`src/rtl/muldiv_iter_if.sv`:
```
`default_nettype none
// muldiv_iter_if: request/response bundle between the execute stage and the
// iterative multiply/divide unit.
interface muldiv_iter_if #(
    parameter int WIDTH = 32
);
    logic             start;
    logic [2:0]       funct3;
    logic [WIDTH-1:0] a;
    logic [WIDTH-1:0] b;
    logic             flush;
    logic             busy;
    logic             done;
    logic [WIDTH-1:0] result;

    modport master (output start, funct3, a, b, flush, input busy, done, result);
    modport slave  (input start, funct3, a, b, flush, output busy, done, result);
endinterface
`default_nettype wire

```
`src/rtl/muldiv_iter.sv`:
```
`default_nettype none
// muldiv_iter: fixed-latency (WIDTH+2) RV32M multiply/divide unit using
// shift-add multiply and restoring divide on operand magnitudes.
module muldiv_iter #(
    parameter int WIDTH = 32
) (
    input  logic         clk,
    input  logic         rst_n,
    muldiv_iter_if.slave bus
);
    localparam int            CW     = (WIDTH > 1) ? $clog2(WIDTH) : 1;
    localparam logic [CW-1:0] LAST   = CW'(WIDTH - 1);
    localparam logic [1:0]    S_IDLE = 2'd0;
    localparam logic [1:0]    S_CALC = 2'd1;
    localparam logic [1:0]    S_FIX  = 2'd2;
    localparam logic [1:0]    S_DONE = 2'd3;

    logic [1:0]       state_q, state_d;
    logic [CW-1:0]    cnt_q, cnt_d;
    logic [2:0]       op_q, op_d;
    logic             a_neg_q, a_neg_d;
    logic             b_neg_q, b_neg_d;
    logic             b_zero_q, b_zero_d;
    logic [WIDTH-1:0] a_q, a_d;
    logic [WIDTH-1:0] op2_q, op2_d;
    logic [WIDTH-1:0] hi_q, hi_d;
    logic [WIDTH-1:0] lo_q, lo_d;
    logic [WIDTH-1:0] result_q, result_d;

    logic               accept;
    logic               a_sgn, b_sgn, a_neg, b_neg;
    logic [WIDTH:0]     mul_sum;
    logic [WIDTH:0]     div_shift;
    logic [WIDTH+1:0]   div_diff;
    logic [2*WIDTH-1:0] prod, prod_fix;
    logic [WIDTH-1:0]   quot_fix, rem_fix, fix_val;

    assign accept = (state_q == S_IDLE) && bus.start && !bus.flush;

    // Unsigned-a ops: MULHU, DIVU, REMU. Signed-b ops: MUL, MULH, DIV, REM.
    assign a_sgn = !(bus.funct3 == 3'b011) && !(bus.funct3[2] && bus.funct3[0]);
    assign b_sgn = bus.funct3[2] ? !bus.funct3[0] : !bus.funct3[1];
    assign a_neg = a_sgn && bus.a[WIDTH-1];
    assign b_neg = b_sgn && bus.b[WIDTH-1];

    // hi: partial product / partial remainder; lo: multiplier / quotient bits
    assign mul_sum   = {1'b0, hi_q} + (lo_q[0] ? {1'b0, op2_q} : '0);
    assign div_shift = {hi_q, lo_q[WIDTH-1]};
    assign div_diff  = {1'b0, div_shift} - {2'b00, op2_q};

    // Signed overflow (MIN / -1) falls out of the magnitude path unaided.
    assign prod     = {hi_q, lo_q};
    assign prod_fix = (a_neg_q ^ b_neg_q) ? -prod : prod;
    assign quot_fix = (a_neg_q ^ b_neg_q) ? -lo_q : lo_q;
    assign rem_fix  = a_neg_q ? -hi_q : hi_q;

    always_comb begin
        fix_val = '0;
        case (op_q)
            3'b000:                 fix_val = prod_fix[WIDTH-1:0];
            3'b001, 3'b010, 3'b011: fix_val = prod_fix[2*WIDTH-1:WIDTH];
            3'b100, 3'b101:         fix_val = b_zero_q ? '1 : quot_fix;
            default:                fix_val = b_zero_q ? a_q : rem_fix;
        endcase
    end

    always_ff @(posedge clk or negedge rst_n) begin
        if (!rst_n) begin
            state_q  <= S_IDLE;
            cnt_q    <= '0;
            op_q     <= '0;
            a_neg_q  <= 1'b0;
            b_neg_q  <= 1'b0;
            b_zero_q <= 1'b0;
            a_q      <= '0;
            op2_q    <= '0;
            hi_q     <= '0;
            lo_q     <= '0;
            result_q <= '0;
        end else begin
            state_q  <= state_d;
            cnt_q    <= cnt_d;
            op_q     <= op_d;
            a_neg_q  <= a_neg_d;
            b_neg_q  <= b_neg_d;
            b_zero_q <= b_zero_d;
            a_q      <= a_d;
            op2_q    <= op2_d;
            hi_q     <= hi_d;
            lo_q     <= lo_d;
            result_q <= result_d;
        end
    end

    always_comb begin
        state_d = state_q;
        case (state_q)
            S_IDLE:  if (accept) state_d = S_CALC;
            S_CALC: begin
                if (bus.flush)          state_d = S_IDLE;
                else if (cnt_q == LAST) state_d = S_FIX;
            end
            S_FIX:   state_d = bus.flush ? S_IDLE : S_DONE;
            default: state_d = S_IDLE;
        endcase
    end

    always_comb begin
        cnt_d    = cnt_q;
        op_d     = op_q;
        a_neg_d  = a_neg_q;
        b_neg_d  = b_neg_q;
        b_zero_d = b_zero_q;
        a_d      = a_q;
        op2_d    = op2_q;
        hi_d     = hi_q;
        lo_d     = lo_q;
        result_d = result_q;
        if (accept) begin
            cnt_d    = '0;
            op_d     = bus.funct3;
            a_neg_d  = a_neg;
            b_neg_d  = b_neg;
            b_zero_d = (bus.b == '0);
            a_d      = bus.a;
            op2_d    = b_neg ? -bus.b : bus.b;
            hi_d     = '0;
            lo_d     = a_neg ? -bus.a : bus.a;
        end else if (state_q == S_CALC) begin
            cnt_d = cnt_q + CW'(1);
            if (!op_q[2]) begin
                hi_d = mul_sum[WIDTH:1];
                lo_d = {mul_sum[0], lo_q[WIDTH-1:1]};
            end else if (!div_diff[WIDTH+1]) begin
                hi_d = div_diff[WIDTH-1:0];
                lo_d = {lo_q[WIDTH-2:0], 1'b1};
            end else begin
                hi_d = div_shift[WIDTH-1:0];
                lo_d = {lo_q[WIDTH-2:0], 1'b0};
            end
        end else if ((state_q == S_FIX) && !bus.flush) begin
            result_d = fix_val;
        end
    end

    always_comb begin
        bus.busy = (state_q != S_IDLE);
        bus.done = (state_q == S_DONE);
    end

    assign bus.result = result_q;
endmodule
`default_nettype wire
```
`src/flat_wrapper.sv`:
```
// flat-port wrapper written by rule: the top's interface ports become plain ports
module muldiv_iter_flat 
#(
    parameter int WIDTH = 32
)
  (clk, rst_n, bus_start, bus_funct3, bus_a, bus_b, bus_flush, bus_busy, bus_done, bus_result);
  muldiv_iter_if #(.WIDTH(WIDTH)) bus_i ();
  input  logic clk;
  input  logic rst_n;
  input wire logic [$bits(bus_i.start)-1:0] bus_start;
  input wire logic [$bits(bus_i.funct3)-1:0] bus_funct3;
  input wire logic [$bits(bus_i.a)-1:0] bus_a;
  input wire logic [$bits(bus_i.b)-1:0] bus_b;
  input wire logic [$bits(bus_i.flush)-1:0] bus_flush;
  output wire logic [$bits(bus_i.busy)-1:0] bus_busy;
  output wire logic [$bits(bus_i.done)-1:0] bus_done;
  output wire logic [$bits(bus_i.result)-1:0] bus_result;
  assign bus_i.start = bus_start;
  assign bus_i.funct3 = bus_funct3;
  assign bus_i.a = bus_a;
  assign bus_i.b = bus_b;
  assign bus_i.flush = bus_flush;
  assign bus_busy = bus_i.busy;
  assign bus_done = bus_i.done;
  assign bus_result = bus_i.result;
  muldiv_iter #(.WIDTH(WIDTH)) u_core (.clk(clk), .rst_n(rst_n), .bus(bus_i));
endmodule
```
`config.mk`:
```
export PLATFORM = sky130hd
export DESIGN_NAME = muldiv_iter_flat
export DESIGN_NICKNAME = d
export VERILOG_FILES = /design/src/rtl/muldiv_iter_if.sv /design/src/rtl/muldiv_iter.sv /design/src/flat_wrapper.sv
export SDC_FILE = /design/constraint.sdc
export NUM_CORES = 1
export LEC_CHECK = 0
export CORE_MARGIN = 8
export CORE_UTILIZATION = 35
export CTS_BUF_LIST = sky130_fd_sc_hd__clkbuf_4 sky130_fd_sc_hd__clkbuf_8
export DETAILED_ROUTE_END_ITERATION = 7
export SLEW_MARGIN = 20
export SYNTH_ARGS = -nofsm -noshare
export SYNTH_HDL_FRONTEND = slang
export SYNTH_SLANG_ARGS = --single-unit
```
`constraint.sdc`:
```
create_clock -name clk -period 3.3 [get_ports clk]
set_input_delay 0.66 -clock clk [delete_from_list [all_inputs] [get_ports clk]]
set_output_delay 0.66 -clock clk [all_outputs]
set_load 0.005 [all_outputs]
```
==> metrics <==
run status=complete, no violations; total standard cell area after synthesis=15300 sq um; clock input transition at the sequential cells of the worst setup and hold paths=0.12 ns; largest voltage drop on the vdd net=0.295 mV; r2r setup slk=0.11 ns; Avg WL per Cell=20.3 um; Max Clock Freq=313 MHz; Final Hold Viols=0; setup slack after layout=0.106 ns; Synth cell types=79; Placeable Area=43200 sq um; pin count of the biggest net entering global routing=90; gpl congestion=0.942; EDFF count, synth=0; height of the chip=225 um; depth of the most critical reg-to-reg path=13; biggest fanout along the worst timing path=9; Overflow after GRT=0; share of post-route cells with drive strength above 1=12.1%; Max clock buf depth=2; post-synthesis sequential element count=173; switching power share of the total=47.7%; internal portion of total power=7.62 mW; layout overhead on the synthesized area=21.2%; synthesized netlist cell count=2018; DRC errors left=0; shortest period the worst path allows=3.19 ns; proportion of register bits with asynchronous set or reset after synthesis=100%; proportion of netlist area held by the largest area contributor=28.2%; overall fraction of global-route tracks in use=21.9%; max-capacitance violation count=0; final setup violation count=0; CP Launch Type=flip-flop; Pre-antenna DRT Iters=6; FILL cells=4411; post-DR vias/cell=5.68; sequential cell area=4330 sq um; pwr/cell area=782 nW/um^2; register share of total power=22.9%; leakage component of the power=7.93 nW; Critical Path Sink Type=flip-flop; type of the worst min-delay path=in -> async; Pins Over Slew Limit=0; drt first-iter violations=1711; row count=76; number of global-route vias before repair=15441; count of placed standard cells in the final layout, fillers left out=2779; area taken by multi-input logic gates=10300 sq um; Hold Buf Count CTS=0; post-synth top area cell=dfrtp_1; CTS H-Tree Depth=4; portion of the clock cycle consumed by the worst path in the final layout=96.8%; routed via count=15791; Die Outline Area=50800 sq um; combinational share of power=64.8%; total detailed-routing wirelength=56500 um; count of placed standard cells including taps=2735; HPWL after detailed placement=43300 um; synthesis warning total=0; number of buffers inserted by port buffering=104; r2r startpoint=u_core.hi_q[0]; total clock sinks=173; synthesized area per cell=7.61 sq um; wire length of the first global-routing pass=88500 um; number of antenna violations at the first check in global routing=1; Rel. slew slack=33.0%; endpoint arrival time on the critical path=3.63 ns; starting density of the core=35.6%; critical register-to-register path endpoint=u_core.hi_q[28]; Post-Place Worst Slack=-0.226 ns; insertion delay to the later sink of the worst-skew pair=0.52 ns; net switching power figure=6.93 mW; layout net count=2323; I/O pin total=105; Die X=225 um; root buffer selected by CTS=clkbuf_8; synth top area cells=dfrtp_1 28%, nand2_1 7.6%, o21ai_0 6.6%; TritonCTS clock tree=built; Worst Path Class, Setup=reg -> reg; sequential fraction of the synthesis area=28.2%; transition time of the tightest slew-check pin=1.00 ns; Clock Power Share=12.3%; post-route clock skew=0.0270 ns; TritonCTS buffer count=17; Antenna Nets Post-Route=0; Net Count, Synth=2161; top flip-flop cell by instance count after synthesis=dfrtp_1; Required @ worst endpoint=3.74 ns
[cell type report]
type | instances | share of cell area [%]
Clock buffer | 19 | 1.41
Multi-Input combinational cell | 1627 | 55.4
Timing Repair Buffer | 286 | 13.4
Sequential cell | 173 | 23.3
Antenna cell | 1 | 0.0135
Clock inverter | 13 | 1.08
Tap cell | 585 | 3.94
Inverter | 75 | 1.51
[cells in the mapped netlist, types with 46 or more instances]
| library cell | count |
|---|---|
| a21oi_1 | 151 |
| clkbuf_1 | 131 |
| dfrtp_1 | 173 |
| ha_1 | 70 |
| inv_1 | 74 |
| mux2i_1 | 52 |
| nand2_1 | 312 |
| nor2_1 | 165 |
| o211ai_1 | 46 |
| o21ai_0 | 202 |
| xnor2_1 | 115 |
| xor2_1 | 85 |
[metrics by stage]
step	cell area [sq um]	hold WS [ns]	util, %	power, mW	TNS, ns
4_1_cts	18400	0.137	42.7	14.2	0
3_5_place_dp	18000	0.464	41.6	12.3	-1.73
5_1_grt	18600	0.174	43.1	15.6	-0.0438
2_1_floorplan	15300	0.364	-	9.14	0
6_report	18600	0.151	43.1	14.5	0
3_3_place_gp	18000	0.461	41.6	12.2	-0.363
[state kept, by name (all words and copies together) (netlist names)]
signal             count
u_core.state_q         2
u_core.b_neg_q         1
u_core.a_q            32
u_core.lo_q           32
u_core.op2_q          32
u_core.b_zero_q        1
u_core.a_neg_q         1
u_core.bus.result     32
u_core.cnt_q           5
u_core.op_q            3
u_core.hi_q           32
[power groups by stage]
stage / registers [mW] / clock network, mW / logic [mW]
floorplan: 3.03 / 0 / 6.11
global placement: 3.32 / 0 / 8.88
detailed placement: 3.34 / 0 / 8.98
CTS: 3.29 / 1.84 / 9.04
global route: 3.38 / 1.92 / 10.3
finish: 3.33 / 1.79 / 9.43
[per-layer routing]
metal  global-route usage [%]  share of wire (%)  up-vias
met4                     7.38                3.1        0
li1                         -                  -     7494
met2                     33.6                 44      622
met3                     3.51                6.7       93
met1                     30.9                 46     7582
met5                        0                  0        -
[worst max-delay path, stage by stage, from the launching register on]
cell and delay (ns):
dfrtp_1 0.36, buf_4 0.16, inv_1 0.07, buf_4 0.13, fa_1 0.46, nand2b_2 0.24
a21o_1 0.22, a211oi_2 0.27, a21boi_1 0.15, o31a_1 0.27, o31ai_1 0.25, xor2_1 0.25
mux2i_1 0.12, o221ai_1 0.19
[layout by cell type, fill, tap and decap left out, types with 46 or more instances in the layout]
master	n
nand2_1	312
mux2i_1	52
inv_1	73
xnor2_1	114
a21oi_1	148
buf_4	176
nor2_1	164
clkdlybuf4s50_1	103
xor2_1	84
ha_1	67
dfrtp_1	171
o21ai_0	197
o211ai_1	46
[worst max-delay path by stage]
stage | startpoint | to | slack [ns] | cells past startpoint
after global placement | bus_b[13] | u_core.op2_q[29] | -0.1 | 11
final | u_core.hi_q[0] | u_core.hi_q[28] | 0.11 | 13
after floorplan | u_core.lo_q[0] | u_core.hi_q[31] | 0.09 | 14
after global routing | u_core.hi_q[0] | u_core.hi_q[28] | -0.04 | 13
after detailed placement | bus_b[13] | u_core.op2_q[29] | -0.23 | 11
after CTS | u_core.hi_q[9] | u_core.hi_q[9] | 0.0007 | 12
[logic make-up (layout without fill, tap and decap cells)]
| logic type | Yosys count | count (layout) | share of synthesized area, % |
|---|---|---|---|
| multiplexers | 53 | 53 | 3.46 |
| AND/OR/NAND/NOR | 686 | 687 | 20.4 |
| buffers and inverters | 219 | 393 | 5.51 |
| adder cells (fa/ha/maj) | 72 | 72 | 5.97 |
| flip-flops | 173 | 173 | 28.2 |
| AO/OA/AOI/OAI | 615 | 615 | 25.1 |
| XOR/XNOR | 200 | 200 | 11.4 |
| other | 0 | 1 | 0 |
[repair_timing]
item                                    in CTS  in global routing
endpoints found under the setup margin       5                 33
setup buffers                                0                 10
cloned                                       0                  1
pin swaps                                    0                 12
gates resized for setup                      3                 24
Power figures use the tool's default switching activity.
